`src/rtl/regex_stream_ctx_pkg.sv`:
```
// Shared types and helpers for the per-stream regex context block.
package regex_stream_ctx_pkg;

    // Top-level context FSM states
    typedef enum logic [1:0] {
        CTX_CLEAR  = 2'd0,
        CTX_IDLE   = 2'd1,
        CTX_ACTIVE = 2'd2
    } ctx_state_e;

    // Default sizing of the block
    localparam int DEF_STATE_W     = 11;
    localparam int DEF_NUM_STREAMS = 64;
    localparam int DEF_COUNT_W     = 16;

    // Widest counter the saturating helper can handle
    localparam int SAT_MAX_W = 32;

    // Add 'inc' to 'value' but never exceed the all-ones value of a 'width'-bit counter
    function automatic logic [SAT_MAX_W-1:0] sat_inc(
        input logic [SAT_MAX_W-1:0] value,
        input logic                 inc,
        input int unsigned          width
    );
        logic [SAT_MAX_W-1:0] max_val;
        if (width >= SAT_MAX_W) begin
            max_val = '1;
        end else begin
            max_val = (32'd1 << width) - 32'd1;
        end
        if (inc && (value < max_val)) begin
            return value + 32'd1;
        end
        return value;
    endfunction

endpackage

```
`src/rtl/regex_ctx_clear_walker.sv`:
```
// Index walker that sweeps every stream context slot once while a wipe is in progress.
module regex_ctx_clear_walker #(
    parameter int NUM_STREAMS = 64,
    parameter int SID_W       = $clog2(NUM_STREAMS)
) (
    input  logic             clk,
    input  logic             rst_n,
    input  logic             start,
    output logic             busy,
    output logic [SID_W-1:0] idx,
    output logic             last
);

    localparam logic [SID_W-1:0] LAST_IDX = SID_W'(NUM_STREAMS - 1);

    assign last = busy && (idx == LAST_IDX);

    // Reset starts a walk at slot 0; a walk steps one slot per cycle and stops after the last slot
    always_ff @(posedge clk) begin
        if (!rst_n) begin
            busy <= 1'b1;
            idx  <= '0;
        end else if (busy) begin
            if (idx == LAST_IDX) begin
                busy <= 1'b0;
                idx  <= '0;
            end else begin
                idx <= idx + 1'b1;
            end
        end else if (start) begin
            busy <= 1'b1;
            idx  <= '0;
        end
    end

endmodule

```
`src/rtl/regex_stream_ctx.sv`:
```
// Per-stream context store for an external regex matcher: restores matcher state at
// packet start, commits state and match counts at end of packet, and wipes all contexts.
module regex_stream_ctx
    import regex_stream_ctx_pkg::*;
#(
    parameter int STATE_W     = DEF_STATE_W,
    parameter int NUM_STREAMS = DEF_NUM_STREAMS,
    parameter int SID_W       = $clog2(NUM_STREAMS),
    parameter int COUNT_W     = DEF_COUNT_W
) (
    input  logic               clk,
    input  logic               rst_n,
    input  logic               load_state,
    input  logic               new_stream_id,
    input  logic [SID_W-1:0]   stream_id,
    input  logic               enable,
    input  logic [7:0]         char_in,
    input  logic               char_in_vld,
    input  logic               eop,
    output logic [7:0]         m_char,
    output logic               m_char_vld,
    output logic [STATE_W-1:0] m_state_in,
    output logic               m_state_in_vld,
    input  logic [STATE_W-1:0] m_state_out,
    input  logic               m_accept,
    output logic               fired,
    output logic [COUNT_W-1:0] total_count,
    input  logic               rd_en,
    input  logic [SID_W-1:0]   rd_sid,
    output logic [COUNT_W-1:0] rd_data,
    output logic               rd_vld,
    input  logic               clr_all,
    output logic               clr_busy
);

    ctx_state_e         state_q;
    ctx_state_e         state_d;

    logic [SID_W-1:0]   sid_q;
    logic               en_q;
    logic               new_q;
    logic               load_vld_q;
    logic               fired_q;
    logic               clr_pend_q;
    logic [COUNT_W-1:0] total_q;
    logic [COUNT_W-1:0] rd_data_q;
    logic               rd_vld_q;

    logic [STATE_W-1:0] state_mem [NUM_STREAMS];
    logic [COUNT_W-1:0] cnt_mem   [NUM_STREAMS];

    logic               load_ok;
    logic               commit;
    logic               walk_start;
    logic               walk_busy;
    logic               walk_last;
    logic [SID_W-1:0]   walk_idx;
    logic               hit;
    logic [COUNT_W-1:0] cnt_cur;
    logic [COUNT_W-1:0] cnt_next;
    logic [COUNT_W-1:0] total_next;

    logic               mem_we;
    logic [SID_W-1:0]   mem_addr;
    logic [STATE_W-1:0] state_wdata;
    logic [COUNT_W-1:0] cnt_wdata;

    regex_ctx_clear_walker #(
        .NUM_STREAMS (NUM_STREAMS),
        .SID_W       (SID_W)
    ) u_walker (
        .clk   (clk),
        .rst_n (rst_n),
        .start (walk_start),
        .busy  (walk_busy),
        .idx   (walk_idx),
        .last  (walk_last)
    );

    // Next-state decode; a wipe request beats a packet start arriving in the same cycle
    always_comb begin
        state_d    = state_q;
        load_ok    = 1'b0;
        walk_start = 1'b0;
        commit     = 1'b0;
        case (state_q)
            CTX_CLEAR: begin
                if (walk_last) begin
                    state_d = CTX_IDLE;
                end
            end
            CTX_IDLE: begin
                if (clr_all) begin
                    state_d = CTX_CLEAR;
                end else if (load_state) begin
                    state_d = CTX_ACTIVE;
                    load_ok = 1'b1;
                end
            end
            CTX_ACTIVE: begin
                commit = eop && en_q;
                if (eop && (clr_pend_q || clr_all)) begin
                    state_d = CTX_CLEAR;
                end else if (load_state) begin
                    state_d = CTX_ACTIVE;
                    load_ok = 1'b1;
                end else if (eop) begin
                    state_d = CTX_IDLE;
                end
            end
            default: begin
                state_d = CTX_CLEAR;
            end
        endcase
        if ((state_q != CTX_CLEAR) && (state_d == CTX_CLEAR)) begin
            walk_start = 1'b1;
        end
    end

    // Commit arithmetic: a match seen earlier in the packet or in the eop cycle itself counts once
    always_comb begin
        hit        = fired_q | m_accept;
        cnt_cur    = cnt_mem[sid_q];
        total_next = COUNT_W'(sat_inc(32'(total_q), hit, COUNT_W));
        if (new_q) begin
            cnt_next = COUNT_W'(hit);
        end else begin
            cnt_next = COUNT_W'(sat_inc(32'(cnt_cur), hit, COUNT_W));
        end
    end

    // Single write port shared by the wipe walk and the end-of-packet commit
    always_comb begin
        mem_we      = 1'b0;
        mem_addr    = sid_q;
        state_wdata = m_state_out;
        cnt_wdata   = cnt_next;
        if (state_q == CTX_CLEAR) begin
            mem_we      = 1'b1;
            mem_addr    = walk_idx;
            state_wdata = '0;
            cnt_wdata   = '0;
        end else if (commit) begin
            mem_we = 1'b1;
        end
    end

    // Context RAMs; writes are blocked while reset is held so an abandoned packet never commits
    always_ff @(posedge clk) begin
        if (rst_n && mem_we) begin
            state_mem[mem_addr] <= state_wdata;
            cnt_mem[mem_addr]   <= cnt_wdata;
        end
    end

    // FSM register plus the stream context latched at packet start
    always_ff @(posedge clk) begin
        if (!rst_n) begin
            state_q    <= CTX_CLEAR;
            load_vld_q <= 1'b0;
            sid_q      <= '0;
            en_q       <= 1'b0;
            new_q      <= 1'b0;
        end else begin
            state_q    <= state_d;
            load_vld_q <= load_ok;
            if (load_ok) begin
                sid_q <= stream_id;
                en_q  <= enable;
                new_q <= new_stream_id;
            end
        end
    end

    // Remember a wipe request made mid-packet until that packet ends
    always_ff @(posedge clk) begin
        if (!rst_n) begin
            clr_pend_q <= 1'b0;
        end else if (state_d == CTX_CLEAR) begin
            clr_pend_q <= 1'b0;
        end else if ((state_q == CTX_ACTIVE) && clr_all) begin
            clr_pend_q <= 1'b1;
        end
    end

    // Sticky match flag for the packet in flight
    always_ff @(posedge clk) begin
        if (!rst_n) begin
            fired_q <= 1'b0;
        end else if (load_ok) begin
            fired_q <= 1'b0;
        end else if ((state_q == CTX_ACTIVE) && eop && !en_q) begin
            fired_q <= 1'b0;
        end else if ((state_q == CTX_ACTIVE) && m_accept) begin
            fired_q <= 1'b1;
        end
    end

    // Global match counter, zeroed whenever a wipe is entered or running
    always_ff @(posedge clk) begin
        if (!rst_n) begin
            total_q <= '0;
        end else if (state_d == CTX_CLEAR) begin
            total_q <= '0;
        end else if (commit) begin
            total_q <= total_next;
        end
    end

    // Count read port; sampling before the write lands gives the pre-commit value on a collision
    always_ff @(posedge clk) begin
        if (!rst_n) begin
            rd_vld_q  <= 1'b0;
            rd_data_q <= '0;
        end else begin
            rd_vld_q <= rd_en && (state_q != CTX_CLEAR);
            if (rd_en && (state_q != CTX_CLEAR)) begin
                rd_data_q <= cnt_mem[rd_sid];
            end
        end
    end

    assign m_char         = char_in;
    assign m_char_vld     = rst_n && (state_q == CTX_ACTIVE) && char_in_vld;
    assign m_state_in_vld = load_vld_q;
    assign m_state_in     = (load_vld_q && !new_q) ? state_mem[sid_q] : '0;
    assign fired          = fired_q;
    assign total_count    = total_q;
    assign rd_data        = rd_data_q;
    assign rd_vld         = rd_vld_q;
    assign clr_busy       = walk_busy;

endmodule
```
`config.mk`:
```
export PLATFORM = sky130hd
export DESIGN_NAME = regex_stream_ctx
export DESIGN_NICKNAME = d
export VERILOG_FILES = /design/src/rtl/regex_stream_ctx_pkg.sv /design/src/rtl/regex_ctx_clear_walker.sv /design/src/rtl/regex_stream_ctx.sv
export SDC_FILE = /design/constraint.sdc
export NUM_CORES = 2
export LEC_CHECK = 0
export BUFFER_PORTS_ARGS = -buffer_cell sky130_fd_sc_hd__clkbuf_2
export CAP_MARGIN = 10
export CORE_MARGIN = 1.5
export CORE_UTILIZATION = 53
export DETAILED_ROUTE_END_ITERATION = 10
export HOLD_SLACK_MARGIN = 0.12
export PLACE_DENSITY_LB_ADDON = 0.15
export RECOVER_POWER = 100
export SETUP_SLACK_MARGIN = 0.1
export SYNTH_ARGS = -nofsm -noshare
export SYNTH_HDL_FRONTEND = slang
export SYNTH_SLANG_ARGS = --single-unit
```
`constraint.sdc`:
```
create_clock -name clk -period 6.9 [get_ports clk]
set_input_delay 1.035 -clock clk [delete_from_list [all_inputs] [get_ports clk]]
set_output_delay 1.035 -clock clk [all_outputs]
set_load 0.01 [all_outputs]
```
* After elaboration in Yosys (flattened, before gate mapping)
Memory sizes are Yosys's and may differ from the RTL's. A register that Yosys moved wholly into a read port is not among the register bits. Index checks and enable logic that the tools add are counted.
Operators by class: add/sub/neg operators 3, $mul 0, divide/modulo/power cells 0, order comparisons 2, equality and inequality tests 3, shift operators 0, multiplexer cells 39, bitwise logic cells 2, reduce and logical (&&, ||, !) cells 26
Operators with widths (count):
- $mux W16 | 5
- $mux W6 | 8
- $add A16 B1 Y16 const B | 2
- $lt A16 B32 Y1 | 1
- $mux W32 | 1
- $mux W11 | 2
- $lt A16 B16 Y1 const B | 1
- $logic_and A1 B1 Y1 | 15
- $mux W1 | 15
- $mux W2 | 6
- $add A6 B1 Y6 const B | 1
- $eq A6 B6 Y1 const B | 1
- $pmux W2 S3 | 1
- $logic_not A2 Y1 | 2
- $reduce_bool A2 Y1 | 2
- $logic_not A1 Y1 | 3
- $reduce_or A3 Y1 | 1
- $eq A2 B1 Y1 const B | 1
- $eq A2 B2 Y1 const B | 1
- $pmux W1 S2 | 1
- $reduce_and A2 Y1 | 1
- $reduce_or A2 Y1 | 1
- $logic_or A1 B1 Y1 | 1
- $not A1 Y1 | 1
- $or A1 B1 Y1 | 1
Storage, ports and cells: bits in registers 37, bits in latches 0, RAM bits 1728, bits in read-only memories 0, bits of input ports 41, output and inout bits 56, word-level logic and storage cells 88, memories 2
Memories:
- cnt_mem | words 64, width 16, read ports 2, clocked after Yosys merged registers in 2, write ports 1, line regex_stream_ctx.sv:50 | logic [COUNT_W-1:0] cnt_mem [NUM_STREAMS];
- state_mem | words 64, width 11, read ports 1, clocked after Yosys merged registers in 1, write ports 1, line regex_stream_ctx.sv:49 | logic [STATE_W-1:0] state_mem [NUM_STREAMS];

* Longest topological paths before layout
depth after elaboration 9, mapped depth 20, gate-level depth less buffers 11

* By module
A second synthesis with hierarchy kept.
Unflattened totals: cells, all modules 3611, area total of the unflattened synthesis 77484.3 um^2
Modules (own cells, without submodules):
- regex_stream_ctx | times used 1, cells each 3568, area each 77097.7 um^2, seq. area each 52930.8 um^2
- regex_ctx_clear_walker | times used 1, cells each 43, area each 386.6 um^2, seq. area each 140.1 um^2

* Worst setup path after synthesis
No wires, ideal clock.
kind reg2reg, start register (tool-made name), end memory cnt_mem[0][10] (netlist bit), data pin, library setup time 0.712 ns, arrival 5.870 ns, required time 6.188 ns, path slack 0.318 ns, cell stages (with the launch flop) 19, buffers on the path 7, clock period less this slack 6.582 ns, cells stage by stage dfxtp_1 > buf_6 > buf_8 > buf_8 > buf_6 > buf_6 > buf_6 > mux4_2 > a22oi_1 > a21oi_1 > nor3_1 > nor2_1 > ha_1 > nand2_1 > a311oi_1 > and3_1 > buf_1 > nand4_1 > nor3b_1
RTL lines (line):
- end: declaration | regex_stream_ctx.sv:50

==> qor.yml <==
die_y_um: 386
path_clk_slew_ns: 0.06
antenna_left: 0
die_w_um: 386
synth_cell_types: 75
final-hold-violation-count: 0
setup_ws_ns: 0.475
crit_family: "simple AND/OR/NAND/NOR gates"
synth_edf_count: 1728
synth_cells: 3658
setup_violations: 0
holdBufCountCts: 0
final_common_cell: "edfxtp_1"
grt_max_degree: 112
gr-usage-all-layers: 0.327
synth_seq_cells: 1787
rsz0062_at_grt: "false"
arrival_ns: 6.83
worstPathCellList: "buf_4 -> mux4_2 -> o22ai_1 -> nor3_1 -> o21ai_0 -> o21ai_0 -> ha_1 -> nand2_1 -> a311oi_1 -> and3_1 -> a21oi_1 -> nor3b_1 -> clkbuf_2"
root_buffer: "clkbuf_16"
multi_input_area_mm2: 0.0233
syn_area_mm2: 0.0777
via_count: 42400
ctsHtreeMaxLevel: 4
ios: 97
violations: "capacitance limit, slew limit"
port_buffers: 80
synthTopCellsByArea: "edfxtp_1, mux4_2, dfxtp_1, mux2i_1, nand2_1"
routed_via_density: 7.17
drt_iter0_markers: 5836
critPathMaxFanout: 64
cp.required_ns: 7.30
slowest_delay_ns: 1.05
cpMostUsedCell: "o21ai_0"
drive_above_1_share: 0.310
dr.pass1.iters: 6
placementRows: 140
grt_pass1_vias: 42800
drc: 0
status: "complete, but fails checks"
vdd_drop_max_uv: 248
wirelength_mm: 239
yosysSeqAreaShare: 0.683
cts_tree: "yes"
clock_skew_ns: 0.0490
crit_path_end_kind: "flop"
nets: 3876
clkSinkCount: 1787
hold_ws_ns: 0.450
slew_headroom: -1.46
place.gp.congestion: 0.937
worstSetupPathType: "flop to flop"
synthToLayoutAreaGrowth_pct: 11.1
place_ws_ns: 1.20
synth_flop_cell: "edfxtp_1"
fillCellCount: 10400
timing.final.crit_share: 0.931
crit_slowest_cell: "dfxtp_4"
worst_pin_slew_ns: 3.67
fmax_mhz: 156
dp_cells: 5549
drv_cap: 102
yosys_warnings: 0
async_flop_share: 0
cts_buffers: 185
antenna_found_initial: 6
postCtsSetupRepairBufs: 0
tns_ns: 0
syn-num-nets: 3706
grt_pass1_wl_mm: 333
cts_resized: 0
yosys.area.top_type: "edfxtp_1"
maxSlewViolCount: 2222
ff_latch_area_mm2: 0.0531
power.static_leakage_nw: 25.6
place_hpwl_mm: 141
grt_overflow_total: 0
core_mm2: 0.146
min_path_type: "input pin to flop"
synth_top_area_share: 0.668
final_cell_mix: "edfxtp_1, mux4_2, clkbuf_16, clkbuf_1, nand2_1"
die-area_mm2: 0.149
post_drt_wl_per_cell_um: 40.4
start_kind: "flop"
syn_avg_cell_area_um2: 21.2
power_density_mw_per_mm2: 261
clock_path_buffers: 3
min_period_ns: 6.43
layoutNonFillerInstCount: 5907
crit_buf_inv: 2
start_util: 0.534
worstSkewPairLatency_ns: 0.82
## worst register-to-register path, delay by kind of cell, from the launching register on
family | cells | cell delay [ns]
simple gates | 4 | 1.68
buf+inv | 2 | 1.59
flops | 1 | 1.05
compound gates | 5 | 0.98
mux | 1 | 0.34
fa+ha+maj | 1 | 0.32
## state kept, by name, summed over array words and instances, names as in the netlist, named ones only
name / cells
en_q: 1
sid_q: 6
total_count: 16
state_mem: 704
rd_vld: 1
m_state_in_vld: 1
rd_data: 16
fired: 1
u_walker.busy: 1
u_walker.idx: 6
cnt_mem: 1024
state_q: 2
new_q: 1
clr_pend_q: 1
## cells by family after synthesis
family / share of synthesized area
AO/OA/AOI/OAI: 0.0214
XOR/XNOR: 0.00192
adder cells (fa/ha/maj): 0.00113
buffers and inverters: 0.0197
flip-flops: 0.683
multiplexers: 0.244
AND/OR/NAND/NOR: 0.0287
## area by class of cell
| cell class | count | share of cell area |
|---|---|---|
| flip-flops and latches | 1787 | 0.615 |
| multi-input cells | 1614 | 0.270 |
| clock buffers | 234 | 0.0563 |
| well taps | 1917 | 0.0278 |
| repair buffers | 227 | 0.0153 |
| clock inverters | 113 | 0.0149 |
| inverters | 13 | 0.000594 |
| diodes | 2 | 0.0000580 |
## synthesized netlist by cell type (9+ instances only)
cell / count
buf_1: 37
clkbuf_1: 102
nor2_1: 129
nand3_1: 33
nor3b_1: 9
buf_4: 42
nand3b_1: 11
nor3_1: 20
mux2_2: 18
edfxtp_1: 1728
or2_2: 9
a31oi_1: 18
buf_6: 30
o22ai_1: 28
mux2i_1: 71
buf_2: 21
a22oi_1: 29
o21ai_0: 29
mux4_2: 790
a211oi_1: 13
xor2_1: 13
and2_1: 9
and3_1: 13
nand2b_1: 18
a21oi_1: 48
dfxtp_1: 59
nor2b_1: 40
nand2_1: 133
nand4_1: 10
## report_power, final
| part | total (W) | internal [W] | switching (W) |
|---|---|---|---|
| clock network | 0.0101 | 0.00587 | 0.00427 |
| registers | 0.0118 | 0.0118 | 0.0000150 |
| logic | 0.000615 | 0.000268 | 0.000347 |
## metrics by stage
step	cell area, µm²	power, W	util
after floorplan	77700	0.0124	-
after detailed placement	81000	0.0126	0.556
after CTS	87100	0.0226	0.599
final	86300	0.0225	0.593
after global routing	86300	0.0230	0.593
after global placement	81000	0.0126	0.556
## path summary, 6_finish.rpt
path / from / endpoint / slack [ns] / depth (start not counted)
hold / removal: new_stream_id / new_q / 0.45 / 3
setup reg to reg: flop / cnt_mem[28][8] / 0.47 / 13
setup / recovery: flop / cnt_mem[28][8] / 0.47 / 13
hold reg to reg: rd_data[7] / rd_data[7] / 0.46 / 2
## per-layer routing
metal  wire (µm)  vias to the layer above  track usage
met2      112000                     2820        0.505
met1       86100                    22800        0.444
met5          33                        -            0
met3       25800                      618       0.0707
met4       14800                        4        0.166
li1            -                    16200            -
No activity file was read; power rests on OpenSTA's default activity.
